$ cat config.mk
export PLATFORM = sky130hd
export DESIGN_NAME = sequencer_ram_arbiter
export DESIGN_NICKNAME = d
export VERILOG_FILES = /design/src/rtl/sequencer_ram_arbiter.sv
export SDC_FILE = /design/constraint.sdc
export NUM_CORES = 1
export LEC_CHECK = 0
export ABC_AREA = 0
export CORE_UTILIZATION = 38
export DETAILED_ROUTE_END_ITERATION = 8
export PLACE_DENSITY = 0.86
export RECOVER_POWER = 50
export SYNTH_ARGS = -nofsm -noshare
export SYNTH_HDL_FRONTEND = slang
export SYNTH_SLANG_ARGS = --single-unit
$ cat constraint.sdc
create_clock -name clk -period 2.7 [get_ports clk]
set_input_delay 0.405 -clock clk [delete_from_list [all_inputs] [get_ports clk]]
set_output_delay 0.405 -clock clk [all_outputs]
set_load 0.05 [all_outputs]
$ cat src/rtl/sequencer_ram_arbiter.sv
// ---------------------------------------------------------------------------
// sequencer_ram_arbiter
//   Front-end for the single-port sequencer RAM. Two Avalon-MM masters share
//   the RAM's one port:
//     M0 - instruction port, read only
//     M1 - data port, read/write
//   Arbitration alternates on contention and grants a lone requester in the
//   same cycle, so the RAM can accept one command every cycle. Read data comes
//   back through a valid/tag pipeline that matches the RAM's 1-cycle latency,
//   plus an optional output register (REG_RSP). M1 writes below PROTECT_WORDS
//   are accepted but dropped, and are recorded in a sticky flag and a
//   saturating counter.
//
// Ports
//   clk, reset_n                    clock, asynchronous active-low reset
//   m0_address/read                 M0 command
//   m0_waitrequest                  M0 stall (low = command accepted)
//   m0_readdata/readdatavalid       M0 read return
//   m1_address/read/write           M1 command (read and write never together)
//   m1_byteenable/writedata         M1 write lanes and data
//   m1_waitrequest                  M1 stall
//   m1_readdata/readdatavalid       M1 read return
//   ram_address/byteenable/
//   ram_chipselect/write/writedata  command to the RAM
//   ram_clken                       RAM clock enable, tied high
//   ram_readdata                    RAM q, valid the cycle after the address
//   err_clear                       clears prot_err / prot_err_cnt
//   prot_err                        sticky: a protected M1 write was dropped
//   prot_err_cnt                    dropped-write count, saturates at 255
// ---------------------------------------------------------------------------
module sequencer_ram_arbiter #(
  parameter int ADDR_W        = 9,
  parameter int DATA_W        = 32,
  parameter int BE_W          = 4,
  parameter int PROTECT_WORDS = 0,
  parameter int REG_RSP       = 1
) (
  input  logic              clk,
  input  logic              reset_n,
  input  logic [ADDR_W-1:0] m0_address,
  input  logic              m0_read,
  output logic              m0_waitrequest,
  output logic [DATA_W-1:0] m0_readdata,
  output logic              m0_readdatavalid,
  input  logic [ADDR_W-1:0] m1_address,
  input  logic              m1_read,
  input  logic              m1_write,
  input  logic [BE_W-1:0]   m1_byteenable,
  input  logic [DATA_W-1:0] m1_writedata,
  output logic              m1_waitrequest,
  output logic [DATA_W-1:0] m1_readdata,
  output logic              m1_readdatavalid,
  output logic [ADDR_W-1:0] ram_address,
  output logic [BE_W-1:0]   ram_byteenable,
  output logic              ram_chipselect,
  output logic              ram_write,
  output logic [DATA_W-1:0] ram_writedata,
  output logic              ram_clken,
  input  logic [DATA_W-1:0] ram_readdata,
  input  logic              err_clear,
  output logic              prot_err,
  output logic [7:0]        prot_err_cnt
);

  typedef enum logic {
    OWNER_M0 = 1'b0,
    OWNER_M1 = 1'b1
  } owner_t;

  // Read-return pipeline depth: one stage for the RAM latency, one more when
  // the returned data is registered.
  localparam int L_DEPTH = 1 + REG_RSP;

  owner_t              r_last_grant;
  logic [L_DEPTH-1:0]  r_vld;
  logic [L_DEPTH-1:0]  r_tag;          // 1 = read belongs to M1
  logic                r_prot_err;
  logic [7:0]          r_prot_cnt;

  logic                w_m1_req;
  logic                w_gnt0;
  logic                w_gnt1;
  logic                w_rd_gnt;
  logic                w_prot_addr;
  logic                w_prot_hit;
  logic                w_ret_vld;
  logic                w_ret_tag;

  assign w_m1_req = m1_read | m1_write;

  // -------------------------------------------------------------------------
  // Arbitration. On contention the master that did not win last time gets
  // the port; r_last_grant resets to M1 so M0 wins the first tie. No grant
  // while reset is held, which also keeps both waitrequests high.
  // -------------------------------------------------------------------------
  always_comb begin
    w_gnt0 = 1'b0;
    w_gnt1 = 1'b0;
    if (reset_n) begin
      if (m0_read && w_m1_req) begin
        w_gnt0 = (r_last_grant == OWNER_M1);
        w_gnt1 = (r_last_grant == OWNER_M0);
      end else begin
        w_gnt0 = m0_read;
        w_gnt1 = w_m1_req;
      end
    end
  end

  always_ff @(posedge clk or negedge reset_n) begin
    if (!reset_n) begin
      r_last_grant <= OWNER_M1;
    end else if (w_gnt0) begin
      r_last_grant <= OWNER_M0;
    end else if (w_gnt1) begin
      r_last_grant <= OWNER_M1;
    end
  end

  assign m0_waitrequest = ~w_gnt0;
  assign m1_waitrequest = ~w_gnt1;

  // -------------------------------------------------------------------------
  // Write protection of the low instruction region.
  // -------------------------------------------------------------------------
  generate
    if (PROTECT_WORDS > 0) begin : g_prot
      // Clamp to the address space so the limit always fits ADDR_W+1 bits.
      localparam int L_LIM = (PROTECT_WORDS > (1 << ADDR_W)) ? (1 << ADDR_W) : PROTECT_WORDS;
      localparam logic [ADDR_W:0] L_PROT_LIM = L_LIM[ADDR_W:0];
      assign w_prot_addr = ({1'b0, m1_address} < L_PROT_LIM);
    end else begin : g_noprot
      assign w_prot_addr = 1'b0;
    end
  endgenerate

  // A protected write is still accepted (waitrequest low) but never reaches
  // the RAM.
  assign w_prot_hit = w_gnt1 & m1_write & w_prot_addr;
  assign w_rd_gnt   = w_gnt0 | (w_gnt1 & m1_read);

  always_comb begin
    ram_address    = w_gnt0 ? m0_address : m1_address;
    ram_byteenable = (w_gnt1 && m1_write) ? m1_byteenable : {BE_W{1'b1}};
    ram_writedata  = m1_writedata;
    ram_chipselect = (w_gnt0 | w_gnt1) & ~w_prot_hit;
    ram_write      = w_gnt1 & m1_write & ~w_prot_addr;
  end

  assign ram_clken = 1'b1;

  always_ff @(posedge clk or negedge reset_n) begin
    if (!reset_n) begin
      r_prot_err <= 1'b0;
      r_prot_cnt <= '0;
    end else if (w_prot_hit) begin
      // A violation in the same cycle as a clear restarts the count at one.
      r_prot_err <= 1'b1;
      if (err_clear) begin
        r_prot_cnt <= 8'd1;
      end else if (r_prot_cnt != 8'hFF) begin
        r_prot_cnt <= r_prot_cnt + 8'd1;
      end
    end else if (err_clear) begin
      r_prot_err <= 1'b0;
      r_prot_cnt <= '0;
    end
  end

  assign prot_err     = r_prot_err;
  assign prot_err_cnt = r_prot_cnt;

  // -------------------------------------------------------------------------
  // Read return. Stage 0 lines up with the RAM q; the last stage drives the
  // readdatavalid outputs. Reset flushes anything in flight.
  // -------------------------------------------------------------------------
  always_ff @(posedge clk or negedge reset_n) begin
    if (!reset_n) begin
      r_vld <= '0;
      r_tag <= '0;
    end else begin
      r_vld[0] <= w_rd_gnt;
      r_tag[0] <= w_gnt1;
      for (int i = 1; i < L_DEPTH; i++) begin
        r_vld[i] <= r_vld[i-1];
        r_tag[i] <= r_tag[i-1];
      end
    end
  end

  assign w_ret_vld = r_vld[L_DEPTH-1];
  assign w_ret_tag = r_tag[L_DEPTH-1];

  assign m0_readdatavalid = w_ret_vld & ~w_ret_tag;
  assign m1_readdatavalid = w_ret_vld &  w_ret_tag;

  generate
    if (REG_RSP != 0) begin : g_reg_rsp
      logic [DATA_W-1:0] w_rdata [2];
      // One data register per master: only the tagged master's register
      // loads, so the other keeps its last returned word.
      for (genvar gi = 0; gi < 2; gi++) begin : g_m
        logic [DATA_W-1:0] r_rdata;
        always_ff @(posedge clk or negedge reset_n) begin
          if (!reset_n) begin
            r_rdata <= '0;
          end else if (r_vld[0] && (r_tag[0] == 1'(gi))) begin
            r_rdata <= ram_readdata;
          end
        end
        assign w_rdata[gi] = r_rdata;
      end
      assign m0_readdata = w_rdata[0];
      assign m1_readdata = w_rdata[1];
    end else begin : g_pass_rsp
      assign m0_readdata = ram_readdata;
      assign m1_readdata = ram_readdata;
    end
  endgenerate

endmodule

==> results of run 1 <==
-- area by class of cell --
type	instances	area, um2
timing repair buffer	144	1410
clock inverter	7	98.8
multi-input combinational	103	1050
clock buffer	9	124
fill	639	3300
tap	102	128
inverter	2	7.51
sequential	69	1730
-- worst register-to-register path, delay by kind of cell (launching register included) --
kind,cells,cell delay [ns]
buffers and inverters,1,0.81
DFF,1,0.40
muxes,1,0.43
and+or+nand+nor,1,0.09
-- sequential cells by signal (all words and copies together) (netlist names) --
| name | count |
|---|---|
| r_tag | 2 |
| r_last_grant | 1 |
| m1_readdata | 32 |
| m0_readdata | 32 |
| r_vld | 2 |
-- per-stage QoR --
| stage | std cells | power [mW] | hold slack, ns |
|---|---|---|---|
| 2_1_floorplan | 224 | 2.78 | 0.109 |
| 3_3_place_gp | 420 | 3.30 | 0.380 |
| 3_5_place_dp | 420 | 3.33 | 0.378 |
| 4_1_cts | 436 | 4.27 | 0.313 |
| 5_1_grt | 436 | 4.39 | 0.414 |
| 6_report | 436 | 4.23 | 0.392 |
-- power by group --
| part | total (mW) | internal (mW) | leakage (nW) | switching (mW) |
|---|---|---|---|---|
| registers | 1.39 | 1.27 | 0.807 | 0.122 |
| clock network | 0.926 | 0.525 | 0.110 | 0.401 |
| logic | 1.91 | 0.715 | 1.07 | 1.19 |
-- cell usage in the layout, fill, tap and decap left out, drive strengths merged --
cell type | netlist | layout
clkinv | 0 | 3
mux2 | 73 | 73
clkdlybuf4s50 | 0 | 122
dfrtp | 68 | 68
and2 | 1 | 1
or2 | 4 | 4
clkinvlp | 0 | 1
nor2b | 2 | 2
dlygate4sd3 | 0 | 1
inv | 2 | 3
o21bai | 1 | 1
o21ai | 1 | 1
dfstp | 1 | 1
nand2 | 6 | 6
nor2 | 1 | 1
buf | 50 | 17
or2b | 1 | 1
clkbuf | 0 | 13
a21boi | 1 | 1
conb | 2 | 10
a21oi | 1 | 1
nand2b | 1 | 1
bufinv | 0 | 2
-- routing by layer --
layer	GRT usage	wire [um]
met1	0.186	2750
met2	0.295	3720
met3	0.0517	587
met4	0.0692	119
met5	0	0
-- worst max path at each step --
stage	slack [ns]	depth (start not counted)	endpoint
floorplan	0.50	3	ram_chipselect
global placement	0.37	5	ram_address[8]
detailed placement	0.35	5	ram_address[8]
CTS	0.35	5	ram_address[8]
global route	0.26	5	ram_address[8]
finish	0.36	5	ram_address[8]
-- logic make-up (layout without fill, tap and decap cells) --
group	count (synthesis)	count (layout)	share of synthesized area
mux	73	73	0.283
buf+inv	52	162	0.126
compound gates	4	4	0.0116
simple gates	16	16	0.0267
other cells	2	10	0.00239
flops	69	69	0.550
==> impl_metrics.sql, run 1 <==
INSERT INTO impl_metrics (metric_group, metric, value, unit) VALUES
('global_routing', 'largest_net_degree_at_the_start_of_global_routing', '71', ''),
('place', 'dp_slack', '0.354', 'ns'),
('clocking', 'postCtsSetupRepairBufs', '0', ''),
('layout', 'nets', '421', ''),
('clocking', 'cts_root_buf', 'sky130_fd_sc_hd__clkbuf_8', ''),
('yosys', 'synth_largest_type_area_fraction', '0.542', ''),
('sta', 'postLayoutSetupSlackWorst', '0.365', 'ns'),
('worst_hold_path', 'worstHoldPathType', 'reg -> reg', ''),
('layout', 'antenna-diode-count', '0', ''),
('yosys', 'postSynth.topFlopCell', 'sky130_fd_sc_hd__dfrtp_1', ''),
('worst_hold_path', 'worst_hold_path.num_cells', '0', ''),
('yosys', 'synth_area_per_cell', '14.5', 'um2'),
('layout', 'drive_gt1_frac', '0.341', ''),
('routing', 'routed_wirelength', '7180', 'um'),
('global_routing', 'grt-ovfl-total', '0', ''),
('floorplanning', 'rows', '32', ''),
('floorplanning', 'die_y', '92.9', 'um'),
('yosys', 'synth_commonest_cells', 'sky130_fd_sc_hd__dfrtp_1, sky130_fd_sc_hd__mux2_2, sky130_fd_sc_hd__buf_4', ''),
('setup_path', 'critical_path.startpoint_type', 'input pin', ''),
('clocking', 'h_tree_depth', '3', ''),
('setup_path', 'delay_of_the_slowest_critical_path_stage', '0.51', 'ns'),
('setup_path', 'timing.critical_path.cells', 'clkdlybuf4s50_1, nor2_1, o21bai_4, mux2_2, buf_12', ''),
('global_routing', 'via_count_of_the_first_global_routing_pass', '2120', ''),
('setup_path', 'crit-reg2reg-launch', 'r_vld[0]', ''),
('status', 'status', 'finished with violations', ''),
('layout', 'syn_to_final_growth', '44.9', '%'),
('sta', 'final_min_period_over_clock_period', '0.865', ''),
('clocking', 'post_cts_resize_count', '0', ''),
('global_routing', 'first_pass_grt_wire_length', '10900', 'um'),
('setup_path', 'reg2reg_slack', '0.85', 'ns'),
('sta', 'finalMaxSlewViolations', '71', ''),
('sta', 'max_slew.worst_pin.slew', '1.65', 'ns'),
('place', 'finalWeightedCongestion', '0.745', ''),
('routing', 'first_iter_violations', '40', ''),
('yosys', 'synth.top_cells.by_area', 'sky130_fd_sc_hd__dfrtp_1, sky130_fd_sc_hd__mux2_2, sky130_fd_sc_hd__buf_4', ''),
('place', 'dpl.hpwl', '5420', 'um'),
('worst_hold_path', 'hold_path_startpoint', 'r_tag[0]', ''),
('setup_path', 'cp_num_buf_inv', '2', ''),
('yosys', 'synth-edff-count', '0', ''),
('place', 'dpl-instance-area', '4340', 'um2'),
('setup_path', 'worst_setup_end_kind', 'output pin', ''),
('floorplanning', 'boundaryPins', '217', ''),
('pwr', 'power.leakage', '1.99', 'nW'),
('place', 'placement.io_buffers', '141', ''),
('setup_path', 'timing.reg2reg.worst_path_depth', '3', ''),
('setup_path', 'required_time_reported_for_the_critical_path_endpoint', '2.30', 'ns'),
('yosys', 'synth.distinct_cells', '20', ''),
('yosys', 'postSynth.asyncResetShare', '1.00', ''),
('status', 'failed_checks', 'max-capacitance violations, max-slew violations', ''),
('floorplanning', 'start_util', '0.400', ''),
('clocking', 'inserted_clock_buffers', '9', ''),
('clocking', 'cts_clock_pin_slew_for_the_worst_setup_and_hold_paths', '0.07', 'ns'),
('pwr', 'power.density_cell_area', '930', 'nW/um2'),
('setup_path', 'timing.critical_path.fanout_max', '11', ''),
('sta', 'slew_headroom', '-0.103', ''),
('yosys', 'syn-instance-count', '216', ''),
('floorplanning', 'fp.coreArea', '7850', 'um2'),
('setup_path', 'r2r-end', 'm1_readdata[20]', ''),
('clocking', 'clock_latency', '0.34', 'ns'),
('worst_hold_path', 'hold_end', 'r_tag[1]', ''),
('sta', 'final.setup.tns', '0', 'ns'),
('setup_path', 'path_class', 'in -> out', ''),
('setup_path', 'critical_path_arrival', '1.93', 'ns'),
('routing', 'route.vias.total', '2014', ''),
('routing', 'avgViaCountPerCell', '4.62', ''),
('flow_run', 'cap_violations', '1', ''),
('yosys', 'synth.largest_area_cell', 'sky130_fd_sc_hd__dfrtp_1', ''),
('clocking', 'tritoncts', 'built', ''),
('yosys', 'yosysMostFrequentCell', 'sky130_fd_sc_hd__dfrtp_1', ''),
('setup_path', 'cell_with_the_largest_stage_delay_on_the_worst_path', 'sky130_fd_sc_hd__clkdlybuf4s50_1', ''),
('sta', 'final_min_period', '2.34', 'ns');
Note: power is estimated with default switching activity, not from simulation.
==> run 2: changes to the inputs <==
Settings changed: CELL_PAD_IN_SITES_DETAIL_PLACEMENT set to 1, CELL_PAD_IN_SITES_GLOBAL_PLACEMENT set to 1, CORE_UTILIZATION 38 to 28, PLACE_DENSITY 0.86 to not set, PLACE_DENSITY_LB_ADDON set to 0.1.
==> run 2 against run 1 <==
Compared with the run above: the flow still finishes with violations (max-capacitance violations, max-slew violations); highest routed layer unchanged; critical endpoint unchanged; total power grew 3.3%; critical path depth is the same; hold slack hardly changed.
==> impl_metrics.sql, run 2 (synthesized netlist as in run 1, its figures left out) <==
INSERT INTO impl_metrics (metric_group, metric, value, unit) VALUES
('setup_path', 'reg2reg_slack', '0.81', 'ns'),
('layout', 'most-common-layout-cells', 'sky130_fd_sc_hd__clkdlybuf4s50_1, sky130_fd_sc_hd__dfrtp_1, sky130_fd_sc_hd__mux2_2', ''),
('routing', 'avgViaCountPerCell', '4.29', ''),
('clocking', 'tritoncts', 'built', ''),
('global_routing', 'via_count_of_the_first_global_routing_pass', '2134', ''),
('clocking', 'cts_max_path_buffers', '2', ''),
('routing', 'first_iter_violations', '30', ''),
('routing', 'detail_route.wl_per_cell', '15.8', 'um'),
('setup_path', 'required_time_reported_for_the_critical_path_endpoint', '2.30', 'ns'),
('setup_path', 'critical_path.startpoint_type', 'input pin', ''),
('floorplanning', 'die_area', '11600', 'um2'),
('floorplanning', 'rows', '38', ''),
('worst_hold_path', 'hold_path_startpoint', 'reset_n', ''),
('floorplanning', 'start_util', '0.288', ''),
('setup_path', 'setup.worst_path.start', 'm1_write', ''),
('sta', 'hold_viol_final', '0', ''),
('routing', 'route.vias.total', '2035', ''),
('sta', 'maxClockFrequency', '427', 'MHz'),
('routing', 'routed_wirelength', '7510', 'um'),
('sta', 'clock_skew', '0.00919', 'ns'),
('clocking', 'post_cts_hold_buffer_count', '0', ''),
('floorplanning', 'fp.coreArea', '10900', 'um2'),
('layout', 'layout.cells.most_common', 'sky130_fd_sc_hd__clkdlybuf4s50_1', ''),
('sta', 'hold_slack', '0.393', 'ns'),
('routing', 'final_antenna_net_count', '0', ''),
('global_routing', 'largest_net_degree_at_the_start_of_global_routing', '71', ''),
('global_routing', 'first_pass_grt_wire_length', '11400', 'um'),
('setup_path', 'critical_path_arrival', '1.94', 'ns'),
('global_routing', 'track_usage', '0.132', ''),
('layout', 'syn_to_final_growth', '47.5', '%'),
('setup_path', 'timing.critical_path.cells', 'clkdlybuf4s50_1, nor2_1, o21bai_4, mux2_2, buf_12', ''),
('floorplanning', 'chipWidth', '108', 'um'),
('place', 'finalWeightedCongestion', '0.652', ''),
('setup_path', 'r2r-end', 'm1_readdata[30]', ''),
('setup_path', 'timing.critical_path.fanout_max', '11', ''),
('setup_path', 'crit-reg2reg-launch', 'r_vld[0]', ''),
('sta', 'max_slew.worst_pin.slew', '1.79', 'ns'),
('clocking', 'cts_root_buf', 'sky130_fd_sc_hd__clkbuf_8', ''),
('worst_hold_path', 'hold_end', 'r_last_grant', ''),
('pwr', 'power.leakage', '2.00', 'nW'),
('clocking', 'h_tree_depth', '3', ''),
('status', 'status', 'finished with violations', ''),
('routing', 'detailedRoute.firstPassIterationCount', '4', ''),
('status', 'failed_checks', 'max-capacitance violations, max-slew violations', ''),
('sta', 'rsz0062_at_grt', 'no', ''),
('setup_path', 'cell_with_the_largest_stage_delay_on_the_worst_path', 'sky130_fd_sc_hd__clkdlybuf4s50_1', ''),
('layout', 'nets', '421', ''),
('routing', 'drc_errors', '0', ''),
('floorplanning', 'die_y', '108', 'um'),
('layout', 'antenna-diode-count', '0', ''),
('pwr', 'power.density_cell_area', '943', 'nW/um2'),
('setup_path', 'delay_of_the_slowest_critical_path_stage', '0.51', 'ns'),
('setup_path', 'timing.reg2reg.worst_path_depth', '3', ''),
('sta', 'final-setup-viol-count', '0', ''),
('place', 'dpl.hpwl', '5480', 'um'),
('clocking', 'post_cts_resize_count', '0', ''),
('clocking', 'clock_latency', '0.33', 'ns'),
('clocking', 'inserted_clock_buffers', '9', ''),
('clocking', 'cts_clock_pin_slew_for_the_worst_setup_and_hold_paths', '0.07', 'ns'),
('worst_hold_path', 'worstHoldPathType', 'in -> reg', ''),
('global_routing', 'grt-ovfl-total', '0', ''),
('pwr', 'peakVddDrop', '0.339', 'mV'),
('sta', 'final_min_period_over_clock_period', '0.868', ''),
('global_routing', 'initial_antenna_violation_count', '0', ''),
('worst_hold_path', 'worst_hold_path.num_cells', '4', ''),
('clocking', 'clock-sinks', '69', ''),
('setup_path', 'path_class', 'in -> out', ''),
('sta', 'final.setup.tns', '0', 'ns'),
('sta', 'slew_headroom', '-0.194', ''),
('layout', 'drive_gt1_frac', '0.341', ''),
('floorplanning', 'boundaryPins', '217', ''),
('clocking', 'postCtsSetupRepairBufs', '0', ''),
('setup_path', 'worst_setup_end_kind', 'output pin', ''),
('flow_run', 'cap_violations', '1', ''),
('sta', 'final_min_period', '2.34', 'ns'),
('place', 'placement.io_buffers', '141', ''),
('pwr', 'total_power', '4.37', 'mW'),
('sta', 'finalMaxSlewViolations', '71', '');
[run 2: cell types whose count changed in the layout (fill, tap and decap cells not counted), sizes merged]
cell and delta:
inv -1, clkinv -2, clkbuf +2, bufinv +1
[run 2: power by group]
part	leakage [nW]	switching (mW)	internal, mW	total [mW]
Clock	0.126	0.398	0.666	1.06
Combinational	1.07	1.20	0.715	1.91
Sequential	0.807	0.118	1.27	1.39
[run 2: cell type report]
type	count	area (um2)
clock buffers	11	151
clock inverters	5	106
fillers	1149	6260
inverters	2	7.51
multi-input cells	103	1050
flip-flops and latches	69	1730
well taps	140	175
repair buffers	144	1410
[run 2: worst max-delay path, delay by kind of cell]
| kind | cells | cell delay (ns) |
|---|---|---|
| buf+inv | 2 | 0.66 |
| mux | 1 | 0.42 |
| simple gates | 1 | 0.09 |
| compound gates | 1 | 0.36 |
[run 2: how the worst max path moves through the flow]
stage          slack, ns        endpoint  depth (start not counted)
6_report            0.36  ram_address[8]                          5
5_1_grt             0.29  ram_address[8]                          5
4_1_cts             0.33  ram_address[8]                          5
3_5_place_dp        0.32  ram_address[8]                          5
3_3_place_gp        0.35  ram_address[8]                          5
2_1_floorplan       0.50  ram_chipselect                          3
[run 2: routing by layer]
metal  track usage  vias up  wire length [um]  share of wire
met5             0        -                 0              0
met4        0.0450        0                60         0.0080
met3        0.0551        5               690          0.092
met2         0.207      119              3520           0.47
met1         0.162     1008              3240           0.43
li1              -      903                 -              -
[run 2: metrics by stage]
stage	setup slack, ns	instance area [um2]	utilization	instances
CTS	0.326	4640	0.427	474
global placement	0.347	4390	0.403	458
detailed placement	0.325	4390	0.403	458
floorplan	0.503	3170	-	224
global route	0.293	4630	0.425	474
finish	0.357	4630	0.425	474
